--- src/rtl/mem_lsu_if.sv ---
// Request/response and memory-port bundle between a core-side requester and mem_lsu.
interface mem_lsu_if;
  logic        req_valid;
  logic        req_ready;
  logic        req_we;
  logic [2:0]  req_funct3;
  logic [31:0] req_addr;
  logic [31:0] req_wdata;
  logic        rsp_valid;
  logic        rsp_ready;
  logic [31:0] rsp_rdata;
  logic        rsp_err;
  logic [31:0] mem_addr;
  logic [3:0]  mem_wmask;
  logic [31:0] mem_wdata;
  logic        mem_cen;
  logic [31:0] mem_data;

  modport master (
    output req_valid, req_we, req_funct3, req_addr, req_wdata, rsp_ready, mem_data,
    input  req_ready, rsp_valid, rsp_rdata, rsp_err, mem_addr, mem_wmask, mem_wdata, mem_cen
  );

  modport slave (
    input  req_valid, req_we, req_funct3, req_addr, req_wdata, rsp_ready, mem_data,
    output req_ready, rsp_valid, rsp_rdata, rsp_err, mem_addr, mem_wmask, mem_wdata, mem_cen
  );
endinterface

--- src/rtl/mem_lsu.sv ---
// RV32 load/store unit: one outstanding access to a synchronous-read word memory,
// byte-lane write masking/replication and load lane extraction with extension.
module mem_lsu #(
  parameter bit ERR_ON_MISALIGN = 1'b1
) (
  input  logic      clk,
  input  logic      reset,
  mem_lsu_if.slave  bus
);
  localparam int NUM_LANES = 4;

  typedef enum logic [1:0] {IDLE, ISSUE, DATA, RESP} state_t;

  typedef struct packed {
    logic        we;
    logic [2:0]  funct3;
    logic [31:0] addr;
    logic [31:0] wdata;
  } req_t;

  state_t      state, state_nxt;
  req_t        req_q, req_in;
  logic [31:0] rdata_q, rdata_nxt;
  logic        err_q, err_nxt;
  logic        f3_ok, misal, req_err, accept;
  logic [31:0] addr_al;
  logic [31:0] load_val;
  logic [7:0]  rd_byte;
  logic [15:0] rd_half;
  logic [NUM_LANES-1:0][7:0] rd_lanes, wr_lanes;
  logic [NUM_LANES-1:0]      lane_sel;

  // Request decode; funct3[1:0] is the access size (0 byte, 1 half, 2 word)
  always_comb begin
    f3_ok = 1'b0;
    case (bus.req_funct3)
      3'b000, 3'b001, 3'b010: f3_ok = 1'b1;
      3'b100, 3'b101:         f3_ok = !bus.req_we;
      default:                f3_ok = 1'b0;
    endcase
    misal = ((bus.req_funct3[1:0] == 2'b01) && bus.req_addr[0]) ||
            ((bus.req_funct3[1:0] == 2'b10) && (bus.req_addr[1:0] != 2'b00));
    addr_al = bus.req_addr;
    if (bus.req_funct3[1:0] == 2'b01)      addr_al[0]   = 1'b0;
    else if (bus.req_funct3[1:0] == 2'b10) addr_al[1:0] = 2'b00;
    req_err = !f3_ok || (ERR_ON_MISALIGN && misal);
  end

  assign bus.req_ready = (state == IDLE) && reset;
  assign accept        = bus.req_valid && bus.req_ready;
  assign req_in        = {bus.req_we, bus.req_funct3, addr_al, bus.req_wdata};

  always_comb begin
    state_nxt = state;
    rdata_nxt = rdata_q;
    err_nxt   = err_q;
    case (state)
      IDLE: if (accept) begin
        if (req_err) begin
          state_nxt = RESP;
          rdata_nxt = '0;
          err_nxt   = 1'b1;
        end else begin
          state_nxt = ISSUE;
        end
      end
      ISSUE: if (req_q.we) begin
        state_nxt = RESP;
        rdata_nxt = '0;
        err_nxt   = 1'b0;
      end else begin
        state_nxt = DATA;
      end
      DATA: begin
        state_nxt = RESP;
        rdata_nxt = load_val;
        err_nxt   = 1'b0;
      end
      RESP: if (bus.rsp_ready) state_nxt = IDLE;
      default: state_nxt = IDLE;
    endcase
  end

  always_ff @(posedge clk) begin
    if (!reset) begin
      state   <= IDLE;
      req_q   <= '0;
      rdata_q <= '0;
      err_q   <= 1'b0;
    end else begin
      state   <= state_nxt;
      rdata_q <= rdata_nxt;
      err_q   <= err_nxt;
      if (accept) req_q <= req_in;
    end
  end

  // Load lane extraction
  assign rd_lanes = bus.mem_data;
  always_comb begin
    rd_byte = rd_lanes[req_q.addr[1:0]];
    rd_half = req_q.addr[1] ? bus.mem_data[31:16] : bus.mem_data[15:0];
    case (req_q.funct3)
      3'b000:  load_val = {{24{rd_byte[7]}}, rd_byte};
      3'b001:  load_val = {{16{rd_half[15]}}, rd_half};
      3'b100:  load_val = {24'b0, rd_byte};
      3'b101:  load_val = {16'b0, rd_half};
      default: load_val = bus.mem_data;
    endcase
  end

  // Store lanes: replicate data across lanes, enable only the addressed ones
  for (genvar l = 0; l < NUM_LANES; l++) begin : g_lane
    localparam logic [1:0] LANE = 2'(l);
    assign wr_lanes[l] = (req_q.funct3[1:0] == 2'b00) ? req_q.wdata[7:0] :
                         (req_q.funct3[1:0] == 2'b01) ? req_q.wdata[8*(l%2) +: 8] :
                                                        req_q.wdata[8*l +: 8];
    assign lane_sel[l] = (req_q.funct3[1:0] == 2'b00) ? (req_q.addr[1:0] == LANE) :
                         (req_q.funct3[1:0] == 2'b01) ? (req_q.addr[1] == LANE[1]) :
                                                        1'b1;
  end

  // Reset gates the strobes combinationally so a reset during ISSUE drops the write
  assign bus.mem_cen   = (state == ISSUE) && reset;
  assign bus.mem_wmask = ((state == ISSUE) && req_q.we && reset) ? lane_sel : '0;
  assign bus.mem_wdata = wr_lanes;
  assign bus.mem_addr  = {req_q.addr[31:2], 2'b00};

  assign bus.rsp_valid = (state == RESP);
  assign bus.rsp_rdata = rdata_q;
  assign bus.rsp_err   = err_q;
endmodule

--- src/flat_wrapper.sv ---
// flat-port wrapper written by rule: the top's interface ports become plain ports
module mem_lsu_flat 
#(
  parameter bit ERR_ON_MISALIGN = 1'b1
)
  (clk, reset, bus_req_valid, bus_req_we, bus_req_funct3, bus_req_addr, bus_req_wdata, bus_rsp_ready, bus_mem_data, bus_req_ready, bus_rsp_valid, bus_rsp_rdata, bus_rsp_err, bus_mem_addr, bus_mem_wmask, bus_mem_wdata, bus_mem_cen);
  mem_lsu_if bus_i ();
  input  logic clk;
  input  logic reset;
  input wire logic [$bits(bus_i.req_valid)-1:0] bus_req_valid;
  input wire logic [$bits(bus_i.req_we)-1:0] bus_req_we;
  input wire logic [$bits(bus_i.req_funct3)-1:0] bus_req_funct3;
  input wire logic [$bits(bus_i.req_addr)-1:0] bus_req_addr;
  input wire logic [$bits(bus_i.req_wdata)-1:0] bus_req_wdata;
  input wire logic [$bits(bus_i.rsp_ready)-1:0] bus_rsp_ready;
  input wire logic [$bits(bus_i.mem_data)-1:0] bus_mem_data;
  output wire logic [$bits(bus_i.req_ready)-1:0] bus_req_ready;
  output wire logic [$bits(bus_i.rsp_valid)-1:0] bus_rsp_valid;
  output wire logic [$bits(bus_i.rsp_rdata)-1:0] bus_rsp_rdata;
  output wire logic [$bits(bus_i.rsp_err)-1:0] bus_rsp_err;
  output wire logic [$bits(bus_i.mem_addr)-1:0] bus_mem_addr;
  output wire logic [$bits(bus_i.mem_wmask)-1:0] bus_mem_wmask;
  output wire logic [$bits(bus_i.mem_wdata)-1:0] bus_mem_wdata;
  output wire logic [$bits(bus_i.mem_cen)-1:0] bus_mem_cen;
  assign bus_i.req_valid = bus_req_valid;
  assign bus_i.req_we = bus_req_we;
  assign bus_i.req_funct3 = bus_req_funct3;
  assign bus_i.req_addr = bus_req_addr;
  assign bus_i.req_wdata = bus_req_wdata;
  assign bus_i.rsp_ready = bus_rsp_ready;
  assign bus_i.mem_data = bus_mem_data;
  assign bus_req_ready = bus_i.req_ready;
  assign bus_rsp_valid = bus_i.rsp_valid;
  assign bus_rsp_rdata = bus_i.rsp_rdata;
  assign bus_rsp_err = bus_i.rsp_err;
  assign bus_mem_addr = bus_i.mem_addr;
  assign bus_mem_wmask = bus_i.mem_wmask;
  assign bus_mem_wdata = bus_i.mem_wdata;
  assign bus_mem_cen = bus_i.mem_cen;
  mem_lsu #(.ERR_ON_MISALIGN(ERR_ON_MISALIGN)) u_core (.clk(clk), .reset(reset), .bus(bus_i));
endmodule
--- config.mk ---
export PLATFORM = sky130hd
export DESIGN_NAME = mem_lsu_flat
export DESIGN_NICKNAME = d
export VERILOG_FILES = /design/src/rtl/mem_lsu_if.sv /design/src/rtl/mem_lsu.sv /design/src/flat_wrapper.sv
export SDC_FILE = /design/constraint.sdc
export NUM_CORES = 1
export LEC_CHECK = 0
export ABC_AREA = 0
export CELL_PAD_IN_SITES_DETAIL_PLACEMENT = 0
export CELL_PAD_IN_SITES_GLOBAL_PLACEMENT = 1
export CORE_MARGIN = 2
export CORE_UTILIZATION = 27
export DETAILED_ROUTE_END_ITERATION = 7
export PLACE_DENSITY_LB_ADDON = 0.1
export SETUP_SLACK_MARGIN = 0.15
export SLEW_MARGIN = 15
export SYNTH_ARGS = -nofsm -noshare
export SYNTH_HDL_FRONTEND = slang
export SYNTH_SLANG_ARGS = --single-unit
--- constraint.sdc ---
create_clock -name clk -period 1.75 [get_ports clk]
set_input_delay 0.2625 -clock clk [delete_from_list [all_inputs] [get_ports clk]]
set_output_delay 0.2625 -clock clk [all_outputs]
set_load 0.01 [all_outputs]
==> qor.yml <==
die_area_mm2: 0.0192
timing_max_transition_violations_final: 0
number_of_global_route_vias_before_repair: 4905
synth_xor_xnor_area_share: 0
syn-cell-area_mm2: 0.00489
io-pin-count: 208
power.density_mw_per_mm2: 1150
worst_ep_arrival_time_ns: 2.00
route.detailed.wl_per_inst_um: 16.1
timing_worst_slew_pin_value_ns: 0.724
synth_top_family_by_area: "simple AND/OR/NAND/NOR gates"
routed-via-count: 4815
achievable-frequency_mhz: 570
power_mw: 9.33
clk-insertion-delay-late_ns: 0.35
yosys.area_share.simple: 0.203
postSynthRegisterBits: 103
drt_drc_violations_left: 0
layout.nets: 908
numCtsBuffers: 9
routabilityCongestion: 0.779
final_design_area_no_fill_mm2: 0.00812
crit_type: "reg -> reg"
hpwl_um: 11400
cts_tree: "yes"
synth-compound-area-share: 0.194
total_neg_setup_slack_ns: -0.00364
violations_in_the_final_reports: "negative setup slack"
synth-seq-area-share: 0.421
timing.critical_path.cells: "buf_12 > buf_16 > or4b_4 > nor2_1 > a31oi_1 > a32o_1"
number_of_distinct_standard_cells_referenced_by_the_synthesized_netlist: 54
antenna_violations_before_repair: 0
cts_sinks: 103
largest_net_degree_at_the_start_of_global_routing: 64
cts.root.buffer_cell: "clkbuf_16"
critPathSlowestCell: "or4b_4"
initialDrtViolationCount: 207
postSynthCellCount: 603
final_period_minus_worst_setup_slack_ns: 1.75
required_ns: 2.00
end_kind: "register"
yosysWarnings: 0
postSynth.asyncResetShare: 0
globalRouteOverflowTotal: 0
h-tree-depth: 3
final_layout_size_suffix_gt1_frac: 0.243
post_synth_edffs: 0
core.rowCount: 49
ctsLongestPathBuffers: 2
finalCritPeriodShare: 1.00
synth_mux_area_frac: 0.0619
run_status: "finished with violations"
grt_pass1_wl_um: 26600
portBuffers: 205
critical-path-top-delay-family: "simple AND/OR/NAND/NOR gates"
initial_util: 0.273
synthesis.area_per_instance_um2: 8.12
worst_setup_hold_path_clk_slew_ns: 0.07
via_density: 4.66
dieWidth_um: 139
endpoints_failing_hold: 0
die_y_um: 139
max-slew-margin-rel: 0.517
finalSetupViolCount: 1
power.static_leakage_nw: 3.20
num_antenna_cells: 0
vdd.ir_drop.worst_v: 0.000512
ant_nets: 0
critPathMaxStageDelay_ns: 0.55
total_length_of_routed_wires_um: 16700
synth_fa_ha_area_frac: 0.0128
skew_ns: 0.00487
holdCritPathClass: "in -> reg"
final.hold.worst_slack_ns: 0.357
groute.usage.overall: 0.171
maxCapViolCount: 0
design.core.area_mm2: 0.0179
max_fanout_on_critical_path: 7
placedInstanceArea_mm2: 0.00715
post-route-worst-setup-slack_ns: -0.00364
layout_overhead_on_the_synthesized_area_pct: 66.0
crit_buf_inv: 2
setup_repair_after_global_routing_missed_its_margin: "yes"
setup.worst_path.start_class: "register"
dominantRegCellSynth: "dfxtp_1"
first_pass_detailed_route_iteration_total: 4
[power breakdown]
part | leakage, nW | total, mW | switching, mW | internal, mW
Combinational | 2.23 | 4.20 | 1.86 | 2.34
Sequential | 0.845 | 3.15 | 0.345 | 2.81
Clock | 0.131 | 1.97 | 0.964 | 1.01
[layout by cell type, fill, tap and decap left out, types with 9 or more instances in the layout]
cell type        synthesis  routed
o2bb2ai_2                0      16
buf_12                   0       9
nand2_1                155     153
nand3_1                 17      17
nor2_1                  23      18
nand2b_1                13      13
dfxtp_1                103      95
clkdlybuf4s50_1          0     165
mux2_4                   0      16
buf_6                    2      32
buf_2                   11      10
buf_4                   41      38
clkbuf_16                0      10
o21ai_1                 75      68
[layer usage]
metal | global-route usage | part of all wire | vias up
li1 | - | - | 2410
met1 | 0.217 | 0.44 | 2245
met2 | 0.278 | 0.47 | 139
met3 | 0.0494 | 0.071 | 21
met4 | 0.0595 | 0.021 | 0
met5 | 0 | 0 | -
[path summary, 6_finish.rpt]
| check | from | to | slack [ns] | cells past startpoint |
|---|---|---|---|---|
| setup / recovery | u_core.req_q[65]$_SDFFE_PN0P_ | u_core.bus.rsp_rdata[1]$_SDFFE_PN0P_ | -0.004 | 6 |
| hold / removal | reset | u_core.state[1]$_SDFFE_PN0P_ | 0.36 | 3 |
| setup reg to reg | u_core.req_q[65]$_SDFFE_PN0P_ | u_core.bus.rsp_rdata[1]$_SDFFE_PN0P_ | -0.004 | 6 |
| hold reg to reg | u_core.req_q[23]$_SDFFE_PN0P_ | u_core.req_q[23]$_SDFFE_PN0P_ | 0.45 | 2 |
[metrics by stage]
stage,cells,setup slack [ns],utilization
floorplan,604,0.0896,-
finish,1033,-0.00364,0.454
detailed placement,996,-0.220,0.399
global placement,996,-0.206,0.399
global route,1033,-0.0680,0.454
CTS,1028,-0.0206,0.444
[state kept, by name, indices dropped and copies added, names as in the netlist]
signal                flops
u_core.req_q             30
u_core.state              2
u_core.bus.rsp_err        1
u_core.bus.mem_addr      30
u_core.bus.rsp_rdata     32
u_core.bus.mem_wdata      8
[final cells by class]
class	instances	area, um2
fill	1759	9780
timing repair buffer	268	2750
multi-input combinational	410	2700
sequential	103	2080
clock inverter	6	45.0
inverter	7	31.3
clock buffer	10	239
tap	229	287
[cell families (layout without fill, tap and decap cells)]
group / after synthesis / count (layout)
and+or+nand+nor: 229 / 229
DFF: 103 / 103
buffers and inverters: 91 / 291
other: 1 / 2
adders and majority gates: 5 / 5
AOI/OAI and AO/OA: 147 / 147
muxes: 27 / 27
[worst register-to-register path, stage by stage (launching register included)]
cell and delay (ns):
dfxtp_4 0.39, buf_12 0.14, buf_16 0.13, or4b_4 0.56, nor2_1 0.12, a31oi_1 0.06, a32o_1 0.26
[cell usage after synthesis, types with 2 or more instances]
cell type  number  share of area
a32o_1          8          0.016
nor2b_1         5         0.0064
buf_4          41          0.063
a21oi_1         7         0.0072
nand3_1        17          0.017
buf_2          11          0.011
o221ai_1        2         0.0036
buf_1           6         0.0046
nand2b_1       13          0.017
o21ai_0         8         0.0082
buf_6           2         0.0046
o21bai_1        2         0.0031
clkbuf_1       24          0.018
nand4_1         2         0.0026
o21ai_1        75          0.077
a31oi_1         6         0.0077
o2bb2ai_1      16          0.029
ha_1            5          0.013
inv_1           6         0.0046
mux2_1         16          0.037
nand2_1       155           0.12
mux2i_1        10          0.020
o31ai_1         2         0.0031
nor2_1         23          0.018
dfxtp_1       103           0.42
a22o_1          8          0.014
and2_1          3         0.0038
[what timing repair did]
action	CTS	global route
gates cloned	3	1
setup buffers	13	4
setup endpoints to repair	71	67
hold buffers	0	0
resized for setup	231	28
pin swaps	21	12
No activity file was read; power rests on OpenSTA's default activity.
